[src/rtl/uart_alu_sequencer.sv]
// ---------------------------------------------------------------------------
// uart_alu_sequencer
//
// Purpose:
//   Sequences a shared ALU between a UART receiver and a UART transmitter.
//   It collects a three-byte command frame (A, B, OPCODE), holds the ALU
//   operands in registers, captures the ALU result, launches one TX byte and
//   waits for the transmitter before accepting another frame.  An inter-byte
//   timeout returns the FSM to IDLE so a lost byte cannot desynchronise the
//   frame.
//
// Handshake semantics (single comment for all strobes):
//   rx_done_tick and tx_done_tick are one-cycle strobes with no back-pressure.
//   rx_data_in is valid only in a cycle where rx_done_tick is high.  tx_start
//   is a one-cycle strobe and data_out is valid while it is high and held
//   afterwards.  A strobe that arrives in a state that cannot use it is lost;
//   a lost RX byte is recorded in rx_overrun.
//
// Ports:
//   clk          in   system clock, rising edge
//   reset        in   synchronous, active-high reset
//   rx_done_tick in   received byte strobe
//   rx_data_in   in   received byte
//   tx_done_tick in   transmitter finished the current byte
//   alu_data_in  in   combinational ALU result for A/B/OPCODE
//   tx_start     out  one-cycle transmit strobe
//   data_out     out  byte to transmit (captured ALU result)
//   A, B         out  ALU operands
//   OPCODE       out  ALU opcode
//   busy         out  high in every state except IDLE
//   frame_error  out  sticky, set on inter-byte timeout, cleared at EXEC
//   rx_overrun   out  sticky, set when a byte is dropped, cleared by reset
//   state_dbg_o  out  current FSM state (debug observation)
// ---------------------------------------------------------------------------
module uart_alu_sequencer #(
    parameter int LEN_DATA       = 8,
    parameter int LEN_OPCODE     = 6,
    parameter int TIMEOUT_CYCLES = 50000
) (
    input  logic                  clk,
    input  logic                  reset,
    input  logic                  rx_done_tick,
    input  logic [LEN_DATA-1:0]   rx_data_in,
    input  logic                  tx_done_tick,
    input  logic [LEN_DATA-1:0]   alu_data_in,
    output logic                  tx_start,
    output logic [LEN_DATA-1:0]   data_out,
    output logic [LEN_DATA-1:0]   A,
    output logic [LEN_DATA-1:0]   B,
    output logic [LEN_OPCODE-1:0] OPCODE,
    output logic                  busy,
    output logic                  frame_error,
    output logic                  rx_overrun,
    output logic [2:0]            state_dbg_o
);

    // The counter only has to reach TIMEOUT_CYCLES-1, so $clog2 bits suffice;
    // it is reset on expiry and therefore never wraps.
    localparam int CW = (TIMEOUT_CYCLES > 1) ? $clog2(TIMEOUT_CYCLES) : 1;
    localparam logic [CW-1:0] CNT_LAST = CW'(TIMEOUT_CYCLES - 1);

    typedef enum logic [2:0] {
        S_IDLE    = 3'd0,
        S_GET_B   = 3'd1,
        S_GET_OP  = 3'd2,
        S_EXEC    = 3'd3,
        S_WAIT_TX = 3'd4
    } state_t;

    state_t                state_q, state_d;
    logic [LEN_DATA-1:0]   a_q, a_d;
    logic [LEN_DATA-1:0]   b_q, b_d;
    logic [LEN_OPCODE-1:0] op_q, op_d;
    logic [LEN_DATA-1:0]   data_q, data_d;
    logic [CW-1:0]         cnt_q, cnt_d;
    logic                  tx_start_q, tx_start_d;
    logic                  busy_q, busy_d;
    logic                  ferr_q, ferr_d;
    logic                  ovr_q, ovr_d;

    always_comb begin
        state_d    = state_q;
        a_d        = a_q;
        b_d        = b_q;
        op_d       = op_q;
        data_d     = data_q;
        cnt_d      = cnt_q;
        tx_start_d = 1'b0;
        ferr_d     = ferr_q;
        ovr_d      = ovr_q;

        case (state_q)
            S_IDLE: begin
                if (rx_done_tick) begin
                    a_d     = rx_data_in;
                    cnt_d   = '0;
                    state_d = S_GET_B;
                end
            end
            S_GET_B: begin
                // A byte arriving on the expiry cycle wins over the timeout.
                if (rx_done_tick) begin
                    b_d     = rx_data_in;
                    cnt_d   = '0;
                    state_d = S_GET_OP;
                end else if (cnt_q == CNT_LAST) begin
                    ferr_d  = 1'b1;
                    cnt_d   = '0;
                    state_d = S_IDLE;
                end else begin
                    cnt_d = cnt_q + CW'(1);
                end
            end
            S_GET_OP: begin
                if (rx_done_tick) begin
                    op_d    = rx_data_in[LEN_OPCODE-1:0];
                    cnt_d   = '0;
                    state_d = S_EXEC;
                end else if (cnt_q == CNT_LAST) begin
                    ferr_d  = 1'b1;
                    cnt_d   = '0;
                    state_d = S_IDLE;
                end else begin
                    cnt_d = cnt_q + CW'(1);
                end
            end
            S_EXEC: begin
                // Operand registers were loaded last cycle, so the ALU
                // result is settled now.
                data_d     = alu_data_in;
                tx_start_d = 1'b1;
                ferr_d     = 1'b0;
                state_d    = S_WAIT_TX;
                if (rx_done_tick) begin
                    ovr_d = 1'b1;
                end
            end
            S_WAIT_TX: begin
                if (rx_done_tick) begin
                    ovr_d = 1'b1;
                end
                if (tx_done_tick) begin
                    state_d = S_IDLE;
                end
            end
            default: begin
                state_d = S_IDLE;
            end
        endcase

        // Registered busy tracks the state being entered.
        busy_d = (state_d != S_IDLE);
    end

    always_ff @(posedge clk) begin
        if (reset) begin
            state_q    <= S_IDLE;
            a_q        <= '0;
            b_q        <= '0;
            op_q       <= '0;
            data_q     <= '0;
            cnt_q      <= '0;
            tx_start_q <= 1'b0;
            busy_q     <= 1'b0;
            ferr_q     <= 1'b0;
            ovr_q      <= 1'b0;
        end else begin
            state_q    <= state_d;
            a_q        <= a_d;
            b_q        <= b_d;
            op_q       <= op_d;
            data_q     <= data_d;
            cnt_q      <= cnt_d;
            tx_start_q <= tx_start_d;
            busy_q     <= busy_d;
            ferr_q     <= ferr_d;
            ovr_q      <= ovr_d;
        end
    end

    assign tx_start    = tx_start_q;
    assign data_out    = data_q;
    assign A           = a_q;
    assign B           = b_q;
    assign OPCODE      = op_q;
    assign busy        = busy_q;
    assign frame_error = ferr_q;
    assign rx_overrun  = ovr_q;
    assign state_dbg_o = state_q;

endmodule

[config.mk]
export PLATFORM = sky130hd
export DESIGN_NAME = uart_alu_sequencer
export DESIGN_NICKNAME = d
export VERILOG_FILES = /design/src/rtl/uart_alu_sequencer.sv
export SDC_FILE = /design/constraint.sdc
export NUM_CORES = 1
export LEC_CHECK = 0
export CAP_MARGIN = 20
export CORE_ASPECT_RATIO = 0.8
export CORE_UTILIZATION = 53
export DETAILED_ROUTE_END_ITERATION = 10
export HOLD_SLACK_MARGIN = 0.06
export PLACE_DENSITY = 0.92
export SETUP_SLACK_MARGIN = 0.02
export SLEW_MARGIN = 20
export SYNTH_ARGS = -nofsm -noshare
export SYNTH_HDL_FRONTEND = slang
export SYNTH_SLANG_ARGS = --single-unit
[constraint.sdc]
create_clock -name clk -period 4.6 [get_ports clk]
set_clock_uncertainty 0.2 [all_clocks]
set_input_delay 1.38 -clock clk [delete_from_list [all_inputs] [get_ports clk]]
set_output_delay 1.38 -clock clk [all_outputs]
set_load 0.02 [all_outputs]
==> out/summary.md <==
The area of the placeable core was 4260 sq um. The mapped netlist covers 2390 sq um. The capturing point of the worst reg2reg path was busy$_SDFF_PP0_. The H-tree depth reported by CTS is 2, and the final hold violation count is 0. The synthesized net count was 291; the initial cell density of the core was 56.1%. The cell area after layout is 3050 sq um, and the flop-to-flop setup slack is 1.81 ns. The run gives 26 as the maximum number of pins on one net before global-route repair. The number of gates resized after CTS was 0. The count of routing violations after the opening detailed-route iteration was 315; the ratio of final minimum period to clock period was 73.6%.

The run gives 52 as the number of unique standard cell types used by synthesis. For the number of global-route vias before repair, the log shows 1831. For this design, the CTS-stage hold fixing added 0 buffers. The per-cell via count in the routed design was 5.82. Buffers placed on the I/O ports in this run total 56. The share of the synthesized area in compound gates (AO/OA/AOI/OAI) works out to 14.7%. After detailed placement, the total cell area comes to 2940 sq um.

After synthesis, the share of flip-flops with an asynchronous set or reset is 0%. The final non-filler cell total was 375; the initial antenna violation count was 0. The combinational family with the most area after synthesis is simple AND/OR/NAND/NOR gates.

After global routing the overflow that remains totals 0. The routed length per instance was 15.5 um; the global placement routability congestion was 0.858. In this run, synthesis produced a sequential element count of 53. Number of cells on the worst hold path: 2. Dividing total power by cell area gives a power density of 306 nW/um^2.

The worst pin sits at a relative slew slack of 44.0%. In this run, synthesis inferred 0 flip-flops with an integrated enable. The buffer and inverter count on the worst path works out to 1. The tools report the cell count after placement as 367.

In this run the most critical hold path is launched from B[3]$_SDFFE_PP0P_. The xor and xnor fraction of the mapped netlist area is 1.42%, and the layout overhead on the synthesized area is 27.8%. The first detailed-routing pass ran for 4 iterations. After clock tree synthesis, the setup repair step added 0 buffers. Averaged over all synthesized cells, the footprint is 8.84 sq um.

STA puts the critical path data arrival time at 1.81 ns. The clock tree root buffer cell was sky130_fd_sc_hd__clkbuf_8. The synthesis warning total was 0. The area share of fa/ha/maj cells after synthesis came out at 0.524%.

The worst setup path is of the reg -> out kind. The sequential cell area in the final layout was 1060 sq um. In this run the worst hold path is classified as reg -> reg.

Of the total power, the clock network draws 34.1%. The first global-routing pass estimated 8.98 mm of wire. Setup repair after global routing left no endpoint under its margin. In this run the horizontal extent of the chip is 77.0 um.

The internal power of the cells totals 694 uW. Summed negative setup slack over all endpoints: 0 ns. In this run the vertical extent of the chip is 62.0 um.

After Yosys synthesis, and, or, nand and nor cells account for 27.1% of the synthesized area. The path with the worst hold slack has its endpoint at B[3]$_SDFFE_PP0P_. The die footprint came out at 4780 sq um. Kind of start point of the critical path: a flip-flop. The buffer depth of the longest clock path is 2. The number of antenna diodes in the final layout is 0. For the worst flop-to-flop path, the logic depth is 5. Setup violations remaining at the end of the flow were counted as 0. For this design, the slowest cell found on the critical path is sky130_fd_sc_hd__dfxtp_1. The largest delay contributor family on the critical path is flip-flops.

The worst setup path is captured at an output pin. The startpoint of the worst register-to-register path is cnt_q[0]$_SDFFE_PP0P_. The post-synthesis cell count was 270; the number of buffers added by the clock tree synthesis step was 5. For the worst-skew pair, the clock arrives at the later sink with an insertion delay of 0.30 ns. The final max-slew violation count was 0; the maximum vdd ir drop was 0.186 mV. The worst-margin pin slew is 0.834 ns, and the share of cell area taken by muxes after synthesis is 7.13%.

TritonCTS built the clock tree. Max-cap violations in this run came to 0. Leakage power: 1.12 nW. The floorplan has 21 rows. In the synthesized netlist the dominant register cell turns out to be sky130_fd_sc_hd__dfxtp_1. Switching part of the total: 25.5%. The logs give 0 for the post-route DRC violation count and 0.260 ns for the worst hold slack across all endpoints. The flow ran to the end, and the final reports show no timing, DRC or antenna violations. The logs give 52.0% for the share of total power in sequential cells and 238 uW for the power spent charging and discharging nets. Once detailed placement completed, the half-perimeter wirelength came to 4.21 mm. Pin placement for this block handled 57 I/O pins. The tools report the fraction of power consumed by combinational cells as 13.9%.

The clock-pin transition on the worst setup and hold timing paths is 0.10 ns. The sequential-to-total area share from yosys stat is 44.5%. Across every metal layer, demand over resource in global routing totals 24.9%.

The logs give 53 for the number of sinks handled by clock tree synthesis and 5.80 mm for the final wirelength. For the critical path data required time, the log shows 3.02 ns. Detailed routing inserted a total of 2182 vias. Traced cell by cell, the critical path runs through clkdlybuf4s50_1. On the worst path, the slowest cell contributes a delay of 0.77 ns. Counting the fill cells in the layout gives 323. In this run the remaining antenna-violating nets after routing total 0. Timing would allow up to 295 MHz. The share of final-layout standard cells stronger than drive strength 1 is 6.92%. Of all nets on the critical path, the largest fanout is 16.

The area of the multi-input gates came out at 1210 sq um. The clock period could shrink to 3.39 ns. The count of nets after finishing is 338.
==> area by class of cell <==
type,count,area share [%]
Clock buffer,6,2.38
Clock inverter,2,1.27
Inverter,4,0.492
Multi-Input combinational cell,195,39.8
Sequential cell,53,34.8
Tap cell,57,2.34
Timing Repair Buffer,58,18.9
==> worst register-to-register path, delay by kind of cell (launching register included) <==
family                   cells  cell delay (ns)
flip-flops                   1             0.47
adder cells (fa/ha/maj)      1             0.29
AO/OA/AOI/OAI                2             0.79
AND/OR/NAND/NOR              2             0.90
==> how the worst max path moves through the flow <==
| stage | startpoint | endpoint | slack [ns] | cells after the start |
|---|---|---|---|---|
| after floorplan | rx_done_tick | cnt_q[15]$_SDFFE_PP0P_ | 1.94 | 5 |
| after global placement | rx_done_tick | OPCODE[1]$_SDFFE_PP0P_ | 1.10 | 5 |
| final | state_dbg_o[2]$_SDFF_PP0_ | state_dbg_o[2] | 1.21 | 1 |
| after global routing | state_dbg_o[2]$_SDFF_PP0_ | state_dbg_o[2] | 1.12 | 1 |
| after detailed placement | rx_done_tick | OPCODE[0]$_SDFFE_PP0P_ | 1.01 | 5 |
| after CTS | state_dbg_o[2]$_SDFF_PP0_ | state_dbg_o[2] | 1.22 | 1 |
==> registers in the layout (all words and copies together), names as in the netlist <==
name / cells
A: 8
B: 8
OPCODE: 6
busy: 1
cnt_q: 16
data_out: 8
frame_error: 1
rx_overrun: 1
state_dbg_o: 3
tx_start: 1
==> power by group through the flow <==
stage	Clock (mW)	Combinational (mW)	Sequential (mW)
final	0.318	0.130	0.484
after global routing	0.342	0.139	0.487
after CTS	0.323	0.129	0.484
after detailed placement	0	0.128	0.495
after global placement	0	0.125	0.494
after floorplan	0	0.0637	0.506
==> layout by cell type (no fill, tap or decap), types with 3 or more instances in the layout <==
| cell type | netlist | routed |
|---|---|---|
| sky130_fd_sc_hd__dfxtp_1 | 53 | 53 |
| sky130_fd_sc_hd__mux2i_1 | 17 | 17 |
| sky130_fd_sc_hd__and3_1 | 5 | 5 |
| sky130_fd_sc_hd__nand4_1 | 7 | 7 |
| sky130_fd_sc_hd__a31oi_1 | 6 | 6 |
| sky130_fd_sc_hd__o21ai_0 | 6 | 6 |
| sky130_fd_sc_hd__clkdlybuf4s50_1 | 0 | 56 |
| sky130_fd_sc_hd__a21oi_1 | 24 | 24 |
| sky130_fd_sc_hd__nand3b_1 | 6 | 6 |
| sky130_fd_sc_hd__clkbuf_8 | 0 | 5 |
| sky130_fd_sc_hd__and2_1 | 3 | 3 |
| sky130_fd_sc_hd__nand2b_1 | 4 | 4 |
| sky130_fd_sc_hd__nand3_1 | 8 | 8 |
| sky130_fd_sc_hd__nand2_1 | 40 | 40 |
| sky130_fd_sc_hd__nor2_1 | 26 | 26 |
| sky130_fd_sc_hd__inv_1 | 4 | 4 |
==> layer usage <==
metal | global-route usage, % | wire length (um)
met5 | 0 | 0
met4 | 8.89 | 89
met3 | 7.59 | 441
met2 | 36.6 | 2550
met1 | 35.0 | 2720
==> kinds of logic after synthesis <==
logic type / count (synthesis)
xor gates and xnor gates: 3
buffers and inverters: 22
and+or+nand+nor: 120
muxes: 17
DFF: 53
AOI/OAI and AO/OA: 54
adders and majority gates: 1
==> synth_stat cells (2+ instances only) <==
master	instances	area [sq um]
sky130_fd_sc_hd__a211oi_2	2	25.0
sky130_fd_sc_hd__a21oi_1	24	120
sky130_fd_sc_hd__a22o_1	2	17.5
sky130_fd_sc_hd__a31o_2	2	17.5
sky130_fd_sc_hd__a31oi_1	6	37.5
sky130_fd_sc_hd__and2_1	3	18.8
sky130_fd_sc_hd__and3_1	5	31.3
sky130_fd_sc_hd__and4_1	2	17.5
sky130_fd_sc_hd__buf_2	4	20.0
sky130_fd_sc_hd__buf_4	2	15.0
sky130_fd_sc_hd__buf_6	2	22.5
sky130_fd_sc_hd__clkbuf_1	9	33.8
sky130_fd_sc_hd__dfxtp_1	53	1060
sky130_fd_sc_hd__inv_1	4	15.0
sky130_fd_sc_hd__mux2i_1	17	170
sky130_fd_sc_hd__nand2_1	40	150
sky130_fd_sc_hd__nand2b_1	4	25.0
sky130_fd_sc_hd__nand3_1	8	40.0
sky130_fd_sc_hd__nand3b_1	6	45.0
sky130_fd_sc_hd__nand4_1	7	43.8
sky130_fd_sc_hd__nor2_1	26	97.6
sky130_fd_sc_hd__nor3_1	2	10.0
sky130_fd_sc_hd__nor4_1	2	12.5
sky130_fd_sc_hd__o21ai_0	6	30.0
sky130_fd_sc_hd__o22ai_1	2	12.5
sky130_fd_sc_hd__o31ai_1	2	15.0
sky130_fd_sc_hd__or3_1	2	12.5
sky130_fd_sc_hd__xor2_1	2	17.5
==> stage by stage <==
step / worst slack, ns / power [mW] / utilization (%)
after floorplan: 1.94 / 0.569 / -
after global placement: 1.10 / 0.619 / 69.0
after detailed placement: 1.01 / 0.624 / 69.0
after CTS: 1.22 / 0.937 / 71.6
after global routing: 1.12 / 0.968 / 71.6
final: 1.21 / 0.932 / 71.6
Note: power is estimated with default switching activity, not from simulation.
